$ cat src/rtl/serial_subtractor.sv
// ----------------------------------------------------------------------------
// serial_subtractor
//
// Bit-serial unsigned subtractor. It computes d = a - b - bin one bit per
// clock, LSB first, using a single full-subtractor cell and a borrow
// flip-flop. This trades latency for area: an operation takes WIDTH clock
// cycles of RUN plus one IDLE cycle to accept the next start.
//
// Ports
//   clk    in   1      rising-edge clock
//   rst    in   1      synchronous reset, active-high
//   start  in   1      request a subtraction; sampled only while idle
//   a      in   WIDTH  minuend, captured on the accepted start edge
//   b      in   WIDTH  subtrahend, captured on the accepted start edge
//   bin    in   1      borrow-in, captured on the accepted start edge
//   busy   out  1      high while an operation is in progress
//   done   out  1      one-cycle pulse; d and bout are valid from this cycle
//   d      out  WIDTH  difference, held until the next completion
//   bout   out  1      borrow-out (1 when a < b + bin, unsigned)
//
// {bout, d} is the (WIDTH+1)-bit two's-complement view of a - b - bin.
// ----------------------------------------------------------------------------
module serial_subtractor #(
    parameter int unsigned WIDTH = 4
) (
    input  logic             clk,
    input  logic             rst,
    input  logic             start,
    input  logic [WIDTH-1:0] a,
    input  logic [WIDTH-1:0] b,
    input  logic             bin,
    output logic             busy,
    output logic             done,
    output logic [WIDTH-1:0] d,
    output logic             bout
);

    // Bit counter only needs to reach WIDTH-1.
    localparam int unsigned CW = (WIDTH > 1) ? $clog2(WIDTH) : 1;
    localparam logic [CW-1:0] LAST_BIT = CW'(WIDTH - 1);

    localparam logic IDLE = 1'b0;
    localparam logic RUN  = 1'b1;

    logic             state_q,  state_d;
    logic [WIDTH-1:0] a_q,      a_d;
    logic [WIDTH-1:0] b_q,      b_d;
    logic [WIDTH-1:0] res_q,    res_d;
    logic             borrow_q, borrow_d;
    logic [CW-1:0]    count_q,  count_d;
    logic [WIDTH-1:0] d_q,      d_d;
    logic             bout_q,   bout_d;
    logic             done_q,   done_d;

    // Full-subtractor cell working on the LSBs of the operand shift registers.
    logic a_bit;
    logic b_bit;
    logic diff_bit;
    logic borrow_nxt;
    logic [WIDTH-1:0] res_shifted;

    always_comb begin
        a_bit       = a_q[0];
        b_bit       = b_q[0];
        diff_bit    = a_bit ^ b_bit ^ borrow_q;
        borrow_nxt  = (~a_bit & b_bit) | (~(a_bit ^ b_bit) & borrow_q);
        // Difference bits enter at the MSB, so after WIDTH shifts bit 0 of
        // the result sits at position 0.
        res_shifted = {diff_bit, res_q[WIDTH-1:1]};
    end

    always_comb begin
        state_d  = state_q;
        a_d      = a_q;
        b_d      = b_q;
        res_d    = res_q;
        borrow_d = borrow_q;
        count_d  = count_q;
        d_d      = d_q;
        bout_d   = bout_q;
        done_d   = 1'b0;

        case (state_q)
            IDLE: begin
                if (start) begin
                    state_d  = RUN;
                    a_d      = a;
                    b_d      = b;
                    borrow_d = bin;
                    count_d  = '0;
                end
            end
            RUN: begin
                a_d      = a_q >> 1;
                b_d      = b_q >> 1;
                borrow_d = borrow_nxt;
                res_d    = res_shifted;
                count_d  = count_q + CW'(1);
                if (count_q == LAST_BIT) begin
                    // Results update only here, so d/bout stay stable during RUN.
                    state_d = IDLE;
                    d_d     = res_shifted;
                    bout_d  = borrow_nxt;
                    done_d  = 1'b1;
                end
            end
            default: begin
                state_d = IDLE;
            end
        endcase
    end

    always_ff @(posedge clk) begin
        if (rst) begin
            state_q  <= IDLE;
            a_q      <= '0;
            b_q      <= '0;
            res_q    <= '0;
            borrow_q <= 1'b0;
            count_q  <= '0;
            d_q      <= '0;
            bout_q   <= 1'b0;
            done_q   <= 1'b0;
        end else begin
            state_q  <= state_d;
            a_q      <= a_d;
            b_q      <= b_d;
            res_q    <= res_d;
            borrow_q <= borrow_d;
            count_q  <= count_d;
            d_q      <= d_d;
            bout_q   <= bout_d;
            done_q   <= done_d;
        end
    end

    assign busy = (state_q == RUN);
    assign done = done_q;
    assign d    = d_q;
    assign bout = bout_q;

endmodule
$ cat config.mk
export PLATFORM = sky130hd
export DESIGN_NAME = serial_subtractor
export DESIGN_NICKNAME = d
export VERILOG_FILES = /design/src/rtl/serial_subtractor.sv
export SDC_FILE = /design/constraint.sdc
export NUM_CORES = 1
export LEC_CHECK = 0
export BUFFER_PORTS_ARGS = -buffer_cell sky130_fd_sc_hd__buf_2
export CAP_MARGIN = 10
export CORE_MARGIN = 2
export CORE_UTILIZATION = 46
export DETAILED_ROUTE_END_ITERATION = 12
export GPL_TIMING_DRIVEN = 0
export PLACE_DENSITY = 0.72
export SLEW_MARGIN = 40
export SYNTH_ARGS = -nofsm -noshare
export SYNTH_HDL_FRONTEND = slang
export SYNTH_SLANG_ARGS = --single-unit
$ cat constraint.sdc
create_clock -name clk -period 1.06 [get_ports clk]
set_input_delay 0.159 -clock clk [delete_from_list [all_inputs] [get_ports clk]]
set_output_delay 0.159 -clock clk [all_outputs]
set_load 0.01 [all_outputs]
# [After elaboration in Yosys (flattened, before gate mapping)]
# Index checks and enable logic that the tools add are counted.
[classes] bitwise_logic=8 n_mux=12 n_eq_ne=2 add_sub_neg=1 n_reduce_logical=2
[op_table] op="one-hot mux 4 bit (2 select lines)" n=2
[op_table] op="two-way mux 4 bit" n=2
[op_table] op="two-way mux 1 bit" n=4
[op_table] op="one-hot mux 1 bit (2 select lines)" n=2
[op_table] op="one-hot mux 2 bit (2 select lines)" n=1
[op_table] op="NOT 1 bit" n=3
[op_table] op="adder 2 x 1 -> 2 bit (second input constant)" n=1
[op_table] op="AND 1 bit" n=2
[op_table] op="equality test 2 bit (second input constant)" n=1
[op_table] op="two-way mux 2 bit" n=1
[op_table] op="!= test 2 bit (second input constant)" n=1
[op_table] op="AND reduction 2 bit" n=1
[op_table] op="OR reduction 2 bit" n=1
[op_table] op="XOR 1 bit" n=2
[op_table] op="OR 1 bit" n=1
[word_totals] input_bits=12 reg_bits=22

# [Longest topological paths before layout]
[logic_depth] ltp_word=5 depth_mapped=4

# [Worst setup path before layout]
# No wires, ideal clock.
[synth_path] path_kind="reg2reg" start="register b_q[0]" end="register res_q[3]" synth_period_minus_slack_ps=1108 path_stages_with_launch=5 setup_time_ps=128 arrival_time_ps=981 slack_ps=-48 t_required_ps=932 cell_sequence="dfxtp_1 -> inv_1 -> fa_1 -> mux2i_1 -> nor2_1"
[synth_via] elab_chain_len=2
[synth_rtl] item="from (decl)" line="47" source="logic [WIDTH-1:0] b_q, b_d;"
[synth_rtl] item="from (signal assigned)" line="117" source="b_q <= '0;"
[synth_rtl] item="from (signal assigned)" line="127" source="b_q <= b_d;"
[synth_rtl] item="XOR 1 bit (2 in a row)" line="65" source="diff_bit = a_bit ^ b_bit ^ borrow_q;"
[synth_rtl] item="named net diff_bit" line="58" source="logic diff_bit;"
[synth_rtl] item="to (signal assigned)" line="128" source="res_q <= res_d;"
[synth_rtl] item="to (decl)" line="48" source="logic [WIDTH-1:0] res_q, res_d;"
# The timed path passes the listed nets, and every way through them passes these cells.
# A chain may end at the register's enable or synchronous reset.

# [Final worst setup path]
[layout_path] start="register a_q[0]" end="register d_q[3], in the netlist d[3]"
[layout_via] elab_chain_len=2
[layout_rtl] item="from (decl)" line="46" source="logic [WIDTH-1:0] a_q, a_d;"
[layout_rtl] item="from (signal assigned)" line="116" source="a_q <= '0;"
[layout_rtl] item="from (signal assigned)" line="126" source="a_q <= a_d;"
[layout_rtl] item="XOR 1 bit (2 in a row)" line="65"
[layout_rtl] item="named net diff_bit" line="58"
[layout_rtl] item="to (signal assigned)" line="121" source="d_q <= '0;"
[layout_rtl] item="to (signal assigned)" line="131" source="d_q <= d_d;"
[layout_rtl] item="to (decl)" line="51" source="logic [WIDTH-1:0] d_q, d_d;"
# The timed path passes the listed nets, and every way through them passes these cells.

==> impl_metrics.tcl <==
set metrics [dict create \
    end_kind "flip-flop" \
    route.detailed.drc 0 \
    synthArstFlopShare_pct 0 \
    slew_viol_final 0 \
    worst_pin_slew_ns 0.483 \
    die_y_um 48.1 \
    fin_util_pct 62.1 \
    violations "negative setup slack" \
    grt_overflow 0 \
    first_pass_iters 2 \
    grt_first_pass_wirelength_um 2790 \
    vias_per_cell 5.01 \
    dpl.hpwl_um 1190 \
    ys_seq_elements 21 \
    grt_usage_pct 18.2 \
    cap_violations 0 \
    use_met2_pct 28.5 \
    cts_tree "done" \
    power_density_nw_per_um2 1320 \
    vias 691 \
    synth_common_cells "21 x dfxtp_1, 12 x mux2i_1, 8 x a21oi_1" \
    ant_nets 0 \
    yosysTopAreaCell "dfxtp_1" \
    gp_congestion 0.725 \
    r2r-start "a_q[0]$_SDFFE_PP0P_" \
    die_width_um 48.1 \
    avgRoutedWirePerCell_um 13.2 \
    cp-start-kind "flip-flop" \
    grtUsageMet3_pct 7.41 \
    clk_latency_ns 0.31 \
    port_buffers 18 \
    crit_arrival_ns 1.44 \
    synth_cell_types 21 \
    cts_buffer_depth 2 \
    reg2reg_depth 3 \
    multi_input_area_um2 443 \
    ctsHoldBuffers 0 \
    worst_slack_ns -0.140 \
    setup_viol 5 \
    seqCellArea_um2 430 \
    fin_crit_sh_pct 113 \
    core_um2 1780 \
    hold_viol 0 \
    synth-seq-area-share_pct 46.9 \
    min_period_ns 1.20 \
    layout-drive-gt1-share_pct 41.6 \
    antenna_found_initial 0 \
    use_met1_pct 22.5 \
    cts_root_buf "clkbuf_4" \
    syn_nets 102 \
    hold_start "rst" \
    hold_depth 3 \
    synth_edf_count 0 \
    skew_ns 0.0104 \
    reg2reg_to "d[3]$_SDFFE_PP0P_" \
    leakagePower_nw 0.482 \
    holdWs_ns 0.120 \
    yosysWarnings 0 \
    syn_avg_cell_area_um2 10.2 \
    peakVddDrop_mv 1.09 \
    area_growth_pct 23.6 \
    busiest_layer "met2" \
    synth_area_leaders "dfxtp_1 47%, mux2i_1 13%, a211oi_1 5.9%" \
    clock_sinks 21 \
    syn_area_um2 896 \
    critPathRequiredTime_ns 1.30 \
    grt_pass1_vias 625 \
    h-tree-depth 1 \
    syn_inst 88 \
    nFillCells 172 \
    fin_tns_setup_ns -0.272 \
    min_path_type "in -> reg" \
    finalWirelength_um 1820 \
    start_util_pct 50.2 \
    diodes 0 \
    yosysMostFrequentCell "dfxtp_1" \
    numCtsBuffers 3 \
    holdPathEnd "borrow_q$_SDFFE_PP0P_" \
    ios 19 \
    finalPower_mw 1.46 \
    placementRows 15 \
    synth_top_area_share_pct 46.9 \
    slew_headroom_pct 67.8 \
    worstSetupPathType "reg -> reg" \
    ys.flop_type "dfxtp_1" \
    nets 128 \
    worst-path-max-fanout 2 \
    grt_setup_unrepaired "yes" \
    status "finished with violations" \
    cts.clk_slew.worst_paths_ns 0.12 \
    r2r_slack_ns -0.14 \
    die_area_um2 2320 \
    grt_max_degree 13 \
    fmaxAchievable_mhz 834 \
    drtIter0Drc 4 \
]
-- area by class of cell --
class / count / area share (%)
plain buffers: 7 / 4.86
inverters: 3 / 1.02
multi-input cells: 57 / 40.0
clock inverters: 1 / 0.452
flip-flops and latches: 21 / 38.9
clock buffers: 3 / 2.03
well taps: 25 / 2.82
repair buffers: 21 / 9.94
-- sequential cells by signal, summed over array words and instances, names as in the netlist --
register,cells
bout,1
d,4
b_q,4
done,1
count_q,2
res_q,3
borrow_q,1
busy,1
a_q,4
-- what timing repair did --
| item | CTS | global route |
|---|---|---|
| buffers inserted | 1 | 1 |
| cloned | 0 | 1 |
| endpoints found under the setup margin | 7 | 8 |
| gates resized for setup | 9 | 6 |
| pin swaps | 0 | 4 |
-- cell families (layout without fill, tap and decap cells) --
kind of cell,after synthesis,count (layout),share of synthesized area (%)
AO/OA/AOI/OAI,21,21,16.6
adder cells (fa/ha/maj),2,2,3.63
buffers and inverters,10,35,6.28
flip-flops,21,21,46.9
multiplexers,12,12,13.4
AND/OR/NAND/NOR,22,22,13.1
-- placed cells by master, fill, tap and decap left out --
master,synthesis,layout
buf_2,3,20
dfxtp_1,21,15
mux2i_1,12,12
a21oi_1,8,7
nor2b_1,6,6
a211oi_1,7,6
nor2_1,5,5
dfxtp_2,0,5
nand3_1,4,4
a21bo_2,4,4
buf_6,2,3
buf_4,0,3
clkbuf_4,0,3
inv_2,0,2
nand2_1,2,2
clkbuf_1,2,2
nor3_1,2,2
inv_1,3,1
a21o_1,1,1
a21oi_2,0,1
or3b_2,1,1
a311oi_1,1,1
a211oi_2,0,1
or3b_1,1,1
nand2b_1,1,1
fa_2,0,1
ha_4,0,1
dfxtp_4,0,1
clkinv_2,0,1
-- metrics by stage --
step                std cells  setup slack (ns)  area [µm²]
global placement          131           -0.0978        1020
CTS                       136            -0.134        1080
global route              138            -0.195        1110
finish                    138            -0.140        1110
detailed placement        131            -0.118        1020
floorplan                  88           -0.0362         897
-- layer usage --
metal  part of all wire [%]  up-vias  wire (µm)
met4                   0.77        0         14
met1                     45      319        827
met5                      0        -          0
li1                       -      356          -
met2                     49       14        898
met3                    4.6        2         84
-- worst max-delay path by stage --
stage                                     start                    end  slack, ns  cells past startpoint
after floorplan           borrow_q$_SDFFE_PP0P_  res_q[3]$_SDFFE_PP0P_      -0.04                      4
after global placement      b_q[0]$_SDFFE_PP0P_  res_q[3]$_SDFFE_PP0P_       -0.1                      4
after detailed placement    a_q[0]$_SDFFE_PP0P_      d[3]$_SDFFE_PP0P_      -0.12                      3
after CTS                 borrow_q$_SDFFE_PP0P_      d[3]$_SDFFE_PP0P_      -0.13                      4
after global routing        a_q[0]$_SDFFE_PP0P_      d[3]$_SDFFE_PP0P_      -0.19                      3
final                       a_q[0]$_SDFFE_PP0P_      d[3]$_SDFFE_PP0P_      -0.14                      3
-- critical path, cell delays in order (launching register included) --
cell and delay (ns):
dfxtp_2 0.36, fa_2 0.58, nand3_1 0.07, a21oi_1 0.12
-- power by group --
part | switching (mW) | total (mW) | internal, mW
Sequential | 0.0293 | 0.861 | 0.832
Combinational | 0.112 | 0.222 | 0.110
Clock | 0.240 | 0.381 | 0.141
Power figures use the tool's default switching activity.
